<file path="src/rtl/traffic_master_pkg.sv">
// Shared types and constants for the traffic_master FIFO exerciser:
// FSM states, pattern mode encodings and per-width Galois LFSR taps.
package traffic_master_pkg;

  typedef enum logic [2:0] {
    S_IDLE,
    S_WRITE,
    S_READ,
    S_DRAIN,
    S_FINISH
  } state_t;

  typedef enum logic [1:0] {
    MODE_COUNTER = 2'd0,
    MODE_LFSR    = 2'd1,
    MODE_WALK    = 2'd2,
    MODE_ALT     = 2'd3
  } mode_t;

  localparam logic [7:0]  LFSR_TAPS_8  = 8'hB8;
  localparam logic [15:0] LFSR_TAPS_16 = 16'hB400;
  localparam logic [31:0] LFSR_TAPS_32 = 32'h8020_0003;

  function automatic logic [31:0] lfsr_taps(input int unsigned width);
    case (width)
      16:      return {16'h0000, LFSR_TAPS_16};
      32:      return LFSR_TAPS_32;
      default: return {24'h00_0000, LFSR_TAPS_8};
    endcase
  endfunction

endpackage

</file>
<file path="src/rtl/traffic_master_if.sv">
// FIFO-side bus of traffic_master: write/read strobes, data and flags.
interface traffic_master_if #(
  parameter int unsigned DATA_W = 8
);
  logic              wr_en_master;
  logic [DATA_W-1:0] data_in;
  logic              rd_en_master;
  logic [DATA_W-1:0] data_out;
  logic              full;
  logic              empty;

  modport master (
    output wr_en_master, data_in, rd_en_master,
    input  data_out, full, empty
  );

  modport slave (
    input  wr_en_master, data_in, rd_en_master,
    output data_out, full, empty
  );
endinterface

</file>
<file path="src/rtl/traffic_master_pattern_gen.sv">
// Pattern word generator: counter, Galois LFSR or walking-one.
// restart loads the mode's start value, advance steps one word.
module pattern_gen
  import traffic_master_pkg::*;
#(
  parameter int unsigned       DATA_W = 8,
  parameter logic [DATA_W-1:0] SEED   = '1
) (
  input  logic              clk,
  input  logic              rst,
  input  mode_t             mode,
  input  logic              advance,
  input  logic              restart,
  output logic [DATA_W-1:0] word
);

  localparam logic [DATA_W-1:0] TAPS = DATA_W'(lfsr_taps(DATA_W));

  logic [DATA_W-1:0] start_val;
  logic [DATA_W-1:0] next_val;

  always_comb begin
    start_val = '0;
    next_val  = word + DATA_W'(1);
    case (mode)
      MODE_LFSR: begin
        start_val = SEED;
        next_val  = (word >> 1) ^ (word[0] ? TAPS : '0);
      end
      MODE_WALK: begin
        start_val = DATA_W'(1);
        next_val  = {word[DATA_W-2:0], word[DATA_W-1]};
      end
      default: ;
    endcase
  end

  always_ff @(posedge clk or posedge rst) begin
    if (rst)          word <= '0;
    else if (restart) word <= start_val;
    else if (advance) word <= next_val;
  end

endmodule

</file>
<file path="src/rtl/traffic_master.sv">
// FIFO traffic master: writes a burst of pattern words, reads them back.
// Define TRAFFIC_MASTER_CHECK_EN to compare read data and count mismatches.
module traffic_master
  import traffic_master_pkg::*;
#(
  parameter int unsigned       DATA_W = 8,
  parameter int unsigned       LEN_W  = 5,
  parameter logic [DATA_W-1:0] SEED   = '1
) (
  input  logic             clk_master,
  input  logic             reset,
  input  logic             start,
  input  logic [1:0]       mode,
  input  logic [LEN_W-1:0] burst_len,
  traffic_master_if.master bus,
  output logic             busy,
  output logic             done,
  output logic [7:0]       err_count
);

  state_t            state_q, state_d;
  mode_t             mode_q, mode_sel;
  logic [LEN_W-1:0]  len_q, wr_cnt_q, rd_cnt_q;
  logic              start_ok, wr_en, rd_en;
  logic [DATA_W-1:0] wr_word;

  assign start_ok = start && (state_q == S_IDLE);
  // Generators restart on the accepting edge, so they need the live mode there.
  assign mode_sel = start_ok ? mode_t'(mode) : mode_q;

  always_comb begin
    state_d = state_q;
    wr_en   = 1'b0;
    rd_en   = 1'b0;
    case (state_q)
      S_IDLE:
        if (start) state_d = (burst_len == '0) ? S_FINISH : S_WRITE;
      S_WRITE:
        if (!bus.full) begin
          wr_en = 1'b1;
          if (wr_cnt_q + LEN_W'(1) == len_q) state_d = S_READ;
        end
      S_READ:
        if (!bus.empty) begin
          rd_en = 1'b1;
          if (rd_cnt_q + LEN_W'(1) == len_q) state_d = S_DRAIN;
        end
      S_DRAIN:  state_d = S_FINISH;
      S_FINISH: state_d = S_IDLE;
      default:  state_d = S_IDLE;
    endcase
  end

  always_ff @(posedge clk_master or posedge reset) begin
    if (reset) begin
      state_q  <= S_IDLE;
      mode_q   <= MODE_COUNTER;
      len_q    <= '0;
      wr_cnt_q <= '0;
      rd_cnt_q <= '0;
    end else begin
      state_q <= state_d;
      if (start_ok) begin
        mode_q   <= mode_t'(mode);
        len_q    <= burst_len;
        wr_cnt_q <= '0;
        rd_cnt_q <= '0;
      end else begin
        if (wr_en) wr_cnt_q <= wr_cnt_q + LEN_W'(1);
        if (rd_en) rd_cnt_q <= rd_cnt_q + LEN_W'(1);
      end
    end
  end

  pattern_gen #(.DATA_W(DATA_W), .SEED(SEED)) u_wr_gen (
    .clk     (clk_master),
    .rst     (reset),
    .mode    (mode_sel),
    .advance (wr_en),
    .restart (start_ok),
    .word    (wr_word)
  );

  assign bus.wr_en_master = wr_en;
  assign bus.data_in      = wr_en ? wr_word : '0;
  assign bus.rd_en_master = rd_en;
  assign busy             = (state_q != S_IDLE);
  assign done             = (state_q == S_FINISH);

`ifdef TRAFFIC_MASTER_CHECK_EN
  logic              rd_pending;
  logic [DATA_W-1:0] exp_word;

  pattern_gen #(.DATA_W(DATA_W), .SEED(SEED)) u_exp_gen (
    .clk     (clk_master),
    .rst     (reset),
    .mode    (mode_sel),
    .advance (rd_pending),
    .restart (start_ok),
    .word    (exp_word)
  );

  always_ff @(posedge clk_master or posedge reset) begin
    if (reset) begin
      rd_pending <= 1'b0;
      err_count  <= '0;
    end else begin
      rd_pending <= rd_en;
      if (start_ok)
        err_count <= '0;
      else if (rd_pending && (bus.data_out != exp_word) && (err_count != 8'hFF))
        err_count <= err_count + 8'd1;
    end
  end
`else
  logic unused_data_out;
  assign unused_data_out = ^bus.data_out;
  assign err_count       = '0;
`endif

endmodule
</file>
<file path="src/flat_wrapper.sv">
// flat-port wrapper written by rule: the top's interface ports become plain ports
module traffic_master_flat import traffic_master_pkg::*;
#(
  parameter int unsigned       DATA_W = 8,
  parameter int unsigned       LEN_W  = 5,
  parameter logic [DATA_W-1:0] SEED   = '1
)
  (clk_master, reset, start, mode, burst_len, busy, done, err_count, bus_wr_en_master, bus_data_in, bus_rd_en_master, bus_data_out, bus_full, bus_empty);
  traffic_master_if #(.DATA_W(DATA_W)) bus_i ();
  input  logic clk_master;
  input  logic reset;
  input  logic start;
  input  logic [1:0] mode;
  input  logic [LEN_W-1:0] burst_len;
  output logic busy;
  output logic done;
  output logic [7:0] err_count;
  output wire logic [$bits(bus_i.wr_en_master)-1:0] bus_wr_en_master;
  output wire logic [$bits(bus_i.data_in)-1:0] bus_data_in;
  output wire logic [$bits(bus_i.rd_en_master)-1:0] bus_rd_en_master;
  input wire logic [$bits(bus_i.data_out)-1:0] bus_data_out;
  input wire logic [$bits(bus_i.full)-1:0] bus_full;
  input wire logic [$bits(bus_i.empty)-1:0] bus_empty;
  assign bus_wr_en_master = bus_i.wr_en_master;
  assign bus_data_in = bus_i.data_in;
  assign bus_rd_en_master = bus_i.rd_en_master;
  assign bus_i.data_out = bus_data_out;
  assign bus_i.full = bus_full;
  assign bus_i.empty = bus_empty;
  traffic_master #(.DATA_W(DATA_W), .LEN_W(LEN_W), .SEED(SEED)) u_core (.clk_master(clk_master), .reset(reset), .start(start), .mode(mode), .burst_len(burst_len), .bus(bus_i), .busy(busy), .done(done), .err_count(err_count));
endmodule
</file>
<file path="config.mk">
export PLATFORM = sky130hd
export DESIGN_NAME = traffic_master_flat
export DESIGN_NICKNAME = d
export VERILOG_FILES = /design/src/rtl/traffic_master_pkg.sv /design/src/rtl/traffic_master_if.sv /design/src/rtl/traffic_master_pattern_gen.sv /design/src/rtl/traffic_master.sv /design/src/flat_wrapper.sv
export SDC_FILE = /design/constraint.sdc
export NUM_CORES = 1
export LEC_CHECK = 0
export ABC_AREA = 1
export BUFFER_PORTS_ARGS = -buffer_cell sky130_fd_sc_hd__buf_4
export CAP_MARGIN = 5
export CELL_PAD_IN_SITES_DETAIL_PLACEMENT = 1
export CELL_PAD_IN_SITES_GLOBAL_PLACEMENT = 2
export CORE_AREA = 8 8 103 86
export CTS_CLUSTER_DIAMETER = 150
export CTS_CLUSTER_SIZE = 12
export DETAILED_ROUTE_END_ITERATION = 8
export DIE_AREA = 0 0 111 94
export PLACE_DENSITY_LB_ADDON = 0.1
export SETUP_SLACK_MARGIN = 0.3
export SLEW_MARGIN = 20
export SYNTH_ARGS = -nofsm -noshare
export SYNTH_HDL_FRONTEND = slang
export SYNTH_HIERARCHICAL = 1
export SYNTH_SLANG_ARGS = --single-unit
</file>
<file path="constraint.sdc">
create_clock -name clk_master -period 2.7 [get_ports clk_master]
set_input_delay 0 -clock clk_master [delete_from_list [all_inputs] [get_ports clk_master]]
set_output_delay 0 -clock clk_master [all_outputs]
set_load 0.1 [all_outputs]
</file>
# ---- Word-level counts from Yosys, hierarchy flattened
# Cells that the tools add are included.
dict set report totals {
  reg_bits 28
  input_bits 20
  out_inout_bits 20
  word_cells 52
}
dict set report classes {
  addsub 3
  eq_ne 13
  muxes 22
  bitwise_logic 1
  reduce_logical 7
}
# operator count
set ops {}
lappend ops {{two-way mux 8 bit} 4}
lappend ops {{one-hot mux 8 bit (2 select lines)} 2}
lappend ops {{two-way mux 5 bit} 4}
lappend ops {{two-way mux 3 bit} 6}
lappend ops {{one-hot mux 3 bit (4 select lines)} 1}
lappend ops {{adder 5 x 1 -> 5 bit (second input constant)} 2}
lappend ops {{equality test 5 bit} 2}
lappend ops {{adder 8 x 1 -> 8 bit (second input constant)} 1}
lappend ops {{XOR 7 x 8 -> 8 bit} 1}
lappend ops {{equality test 3 x 2 -> 1 bit (second input constant)} 2}
lappend ops {{!= test 2 bit (second input constant)} 3}
lappend ops {{logical NOT 5 bit} 1}
lappend ops {{AND reduction 5 bit} 1}
lappend ops {{two-way mux 1 bit} 4}
lappend ops {{!= test 2 x 1 -> 1 bit (second input constant)} 2}
lappend ops {{nonzero test 2 bit} 2}
lappend ops {{equality test 3 x 1 -> 1 bit (second input constant)} 1}
lappend ops {{equality test 3 bit (second input constant)} 1}
lappend ops {{logical NOT 3 bit} 1}
lappend ops {{nonzero test 3 bit} 1}
lappend ops {{equality test 2 x 1 -> 1 bit (second input constant)} 1}
lappend ops {{equality test 2 bit (second input constant)} 1}
lappend ops {{two-way mux 2 bit} 1}
lappend ops {{logical AND 1 bit} 1}

# ---- Longest topological paths before layout
dict set report logic_depth {
  depth_word 7
  mapped_depth 14
  depth_no_buf 14
}

# ---- Cells and area by module
# The synthesis kept the hierarchy.
# mod instances cells_per_inst area_each_um2
set modules_own_cells {}
lappend modules_own_cells {traffic_master 1 194 1350.0}
lappend modules_own_cells {pattern_gen 1 118 738.2}

# ---- Worst setup path before layout
# OpenSTA, ideal clock, no wires.
dict set report synth_timing {
  path_type {register to output}
  start {reg u_core.state_q[1]}
  end {out bus_data_in[0]}
  t_arrival_ns 2.802
  required_time_ns 2.700
  path_slack_ns -0.102
  path_stages_with_launch 7
  n_path_buf 1
  cell_sequence {dfrtp_1 -> nor3_4 -> inv_2 -> nor2_4 -> inv_2 -> buf_6 -> nor2_1}
}
dict set report synth_via {
  elab_chain_len 3
}
# element line
set synth_lines {}
lappend synth_lines {{from (decl)} traffic_master.sv:21} ;# state_t state_q, state_d;
lappend synth_lines {{from (signal assigned)} traffic_master.sv:62} ;# state_q <= state_d;
lappend synth_lines {{equality test 3 x 1 -> 1 bit} traffic_master.sv:35} ;# case (state_q)
lappend synth_lines {{two-way mux 1 bit} traffic_master.sv:35}
lappend synth_lines {{named net bus_wr_en_master} flat_wrapper.sv:18} ;# output wire logic [$bits(bus_i.wr_en_master)-1:0] bus_wr_en_master;
lappend synth_lines {{two-way mux 8 bit} traffic_master.sv:85} ;# assign bus.data_in = wr_en ? wr_word : '0;
lappend synth_lines {{to (decl)} flat_wrapper.sv:19} ;# output wire logic [$bits(bus_i.data_in)-1:0] bus_data_in;
# The timed path passes the listed nets, and every way through them passes these cells.

# ---- Worst setup path after layout
dict set report layout_timing {
  start {reg u_core.state_q[2]}
  end {reg u_core.u_wr_gen.word[2]}
}
dict set report layout_via {
  elab_chain_len 7
  word_cells_on_any_way 12
}
# element line
set layout_lines {}
lappend layout_lines {{logical NOT 3 bit *} traffic_master.sv:27} ;# assign start_ok = start && (state_q == S_IDLE);
lappend layout_lines {{logical AND 1 bit *} traffic_master.sv:27}
lappend layout_lines {{two-way mux 2 bit *} -}
lappend layout_lines {{named net u_core.mode_sel[0]} traffic_master.sv:22} ;# mode_t mode_q, mode_sel;
lappend layout_lines {{equality test 2 bit or equality test 2 x 1 -> 1 bit (tied branches)} traffic_master_pattern_gen.sv:25} ;# case (mode)
lappend layout_lines {{one-hot mux 8 bit (2 select lines)} traffic_master_pattern_gen.sv:25}
lappend layout_lines {{two-way mux 8 bit} traffic_master_pattern_gen.sv:41} ;# else if (advance) word <= next_val;
lappend layout_lines {{two-way mux 8 bit *} traffic_master_pattern_gen.sv:40} ;# else if (restart) word <= start_val;
lappend layout_lines {{to (signal assigned)} traffic_master_pattern_gen.sv:40}
lappend layout_lines {{to (signal assigned)} traffic_master_pattern_gen.sv:41}
lappend layout_lines {{to (decl)} traffic_master_pattern_gen.sv:14} ;# output logic [DATA_W-1:0] word
# Mark *: on every way through the listed nets, which the timed path passes. The rest lies on a longest branch. The select of a mux whose other input is x is not followed.
# A chain may end at the register's enable or synchronous reset.

==> impl_results.md <==
- First-pass GRT wire length: 10400 µm
- Final Max Slew Viols: 0
- EDFF count, synth: 0
- Switch Pwr: 1580 µW
- Worst Tran Pin Value: 0.839 ns
- Critical Path RT: 2.88 ns
- Syn_area_per_cell: 6.69 µm²
- Htree depth: 1
- Core ar.: 0.00718 mm²
- Post-route clock period utilization: 0.805
- Synth Cell Area: 0.00209 mm²
- Power per standard cell area: 1160 mW/mm²
- Part of the power in combinational logic: 0.611
- Die Ht: 94 µm
- Cells after Synth: 312
- WHS: 0.00337 ns
- Routed WL: 6140 µm
- Detailed-route wire length per cell: 14.2 µm
- Total Neg Setup Slack: 0 ns
- Met1 usage: 0.185
- Post-synthesis sequential area ratio: 0.336
- Dominant synthesized flop cell: dfrtp_1
- Critical path capture point type: register
- Buffers on Ports: 23
- Area leader, netlist: dfrtp_1
- CTS tree: yes
- Num ports: 40
- Clk Latency, worst-skew pair: 0.28 ns
- Max Clock Freq: 460 MHz
- Layout area overhead: 19.4%
- Full die area: 0.0104 mm²
- Initial Utilization: 0.291
- FILL cells: 915
- Inserted Clock Buffers: 3
- GPL Wtd Cong: 0.778
- Worst Path Arrival: 2.36 ns
- Crit path kind: reg -> reg
- DIE WIDTH: 111 µm
- Drc violations: 0
- Number of global-route vias before repair: 2041
- FF+latch count, synth: 28
- Final setup fails: 0
- Top cells by area, synth: dfrtp_1 (34%), nand2_1 (18%), inv_1 (7.9%)
- CTS Buffer Depth: 2
- Met2 GRT Util: 0.170
- Register clock-pin slew on the reported worst setup and hold paths: 0.11 ns
- Share of layout cells above drive strength 1: 0.154
- Pleak: 0.00124 µW
- Reg power frac: 0.270
- Final min period: 2.17 ns
- GRT Total Usage: 0.121
- Rows: 28
- Final Power: 2900 µW
- Final Util: 0.347
- Hold Vio Cnt, Final: 0
- Worst setup margin: 0.526 ns
- DP Worst Slack: 0.220 ns
- Router iterations before antenna repair: 4
- Vias after detailed routing: 2034
- Async SR Flop Fraction: 1.00
- Relative slew slack: 0.440
- Met3 Resource Use GR: 0.0198
- Synth top area share: 0.336
- DRT antenna net count: 0
- Ant. Diodes: 0
- Critical Path Source Type: register
- Pin count of the biggest net entering global routing: 21
- Reg area: 702 µm²
- VDD IR max: 686 µV
- Synth unique cells: 30
- Initial DRC count: 103
- Clock Skew: 0.00973 ns
- Internal cell power: 1320 µW
- Multi-input logic area: 0.00114 mm²
- Grt ovf: 0
- DR vias/cell: 4.69
- Max cap viols: 0
- Switching Fraction: 0.546
- Synthesis Warnings: 6
- Post-CTS setup repair buffer count: 0
- Initial antenna violation count: 0
- Hold Path Class: in -> reg
- Status: finished clean
- GR peak layer: met1
- Root Driver: clkbuf_8
- RSZ-0062 raised after global routing: no
- Max FO, Critical Path: 11
- Final HPWL DP: 4890 µm
- Nets@finish: 371
- # clock sinks: 28
- Clk pwr share: 0.119
[cell families (layout without fill, tap and decap cells)]
family                   Yosys count  in the layout  synth area share
AND/OR/NAND/NOR                  171            171             0.370
AO/OA/AOI/OAI                     41             41             0.111
adder cells (fa/ha/maj)            6              6            0.0359
XOR/XNOR                           1              1           0.00419
other                              1              8           0.00180
flip-flops                        28             28             0.336
buffers and inverters             64             89             0.141
[per-layer routing]
| metal | wire (µm) | share of wire |
|---|---|---|
| met1 | 3590 | 0.58 |
| met2 | 2370 | 0.39 |
| met3 | 153 | 0.025 |
| met4 | 34 | 0.0055 |
| met5 | 0 | 0 |
[per-stage QoR]
step	std cells	instance area, µm²
after floorplan	319	2120
after global placement	422	2320
after detailed placement	422	2320
after CTS	434	2480
after global routing	434	2490
final	434	2490
[cell usage after synthesis (6+ instances only)]
master,number
nand4_1,8
nand3_1,32
buf_4,9
dfrtp_1,28
inv_2,7
o21ai_1,6
nand2_1,98
a21oi_1,14
inv_1,44
ha_1,6
nor2_1,17
o21ai_0,13
[what timing repair did]
action                                 4_1_cts  5_1_grt
endpoints found under the hold margin       35        0
pin swaps                                    0        1
gates resized for setup                      1        3
hold buffers                                 8        0
setup endpoints to repair                    5        8
[worst max-delay path: stages, from the launching register on]
cell and delay (ns):
dfrtp_2 0.47, nor3_4 0.25, inv_4 0.06, nor2_4 0.14, inv_2 0.13, nand2_1 0.08
nand2_1 0.10, inv_1 0.12, ha_4 0.25, inv_1 0.17, o211ai_1 0.12, nand3_1 0.13
nand2_1 0.06
[layout make-up]
type	instances	area share
clock inverters	1	0.0120
clock buffers	3	0.0166
multi-input cells	227	0.457
flip-flops and latches	28	0.281
well taps	90	0.0452
inverters	51	0.0778
repair buffers	34	0.110
[state kept, by name, summed over array words and instances, names as in the netlist]
| name | flops |
|---|---|
| u_core/mode_q | 2 |
| u_core/len_q | 5 |
| u_core/state_q | 3 |
| u_core/rd_cnt_q | 5 |
| u_core/wr_cnt_q | 5 |
| u_core/u_wr_gen/word | 8 |
[path summary, 6_finish.rpt]
kind / from / to / slack (ns) / depth (start not counted)
setup / recovery: u_core/state_q[2]$_DFFE_PP0P_ / u_core/u_wr_gen/word[2]$_DFFE_PP0P_ / 0.53 / 12
hold / removal: mode[0] / u_core/mode_q[0]$_DFF_PP0_ / 0.003 / 3
setup reg to reg: u_core/state_q[2]$_DFFE_PP0P_ / u_core/u_wr_gen/word[2]$_DFFE_PP0P_ / 0.53 / 12
hold reg to reg: u_core/mode_q[0]$_DFF_PP0_ / u_core/mode_q[0]$_DFF_PP0_ / 0.54 / 2
max in group asynchronous: reset / u_core/state_q[2]$_DFFE_PP0P_ / 1.68 / 3
min in group asynchronous: reset / u_core/u_wr_gen/word[1]$_DFFE_PP0P_ / 0.22 / 3
[layout by cell type, fill, tap and decap left out, types with 8 or more instances in the layout]
master / n
a21oi_1: 14
buf_4: 26
conb_1: 8
dfrtp_1: 27
dlygate4sd3_1: 8
inv_1: 44
nand2_1: 98
nand3_1: 32
nand4_1: 8
nor2_1: 17
o21ai_0: 13
[power groups by stage]
stage | Combinational [µW] | Clock [µW] | Sequential, µW
floorplan | 1400 | 0 | 706
global placement | 1720 | 0 | 782
detailed placement | 1720 | 0 | 781
CTS | 1740 | 356 | 773
global route | 1980 | 372 | 812
finish | 1770 | 344 | 782
Power figures use the tool's default switching activity.
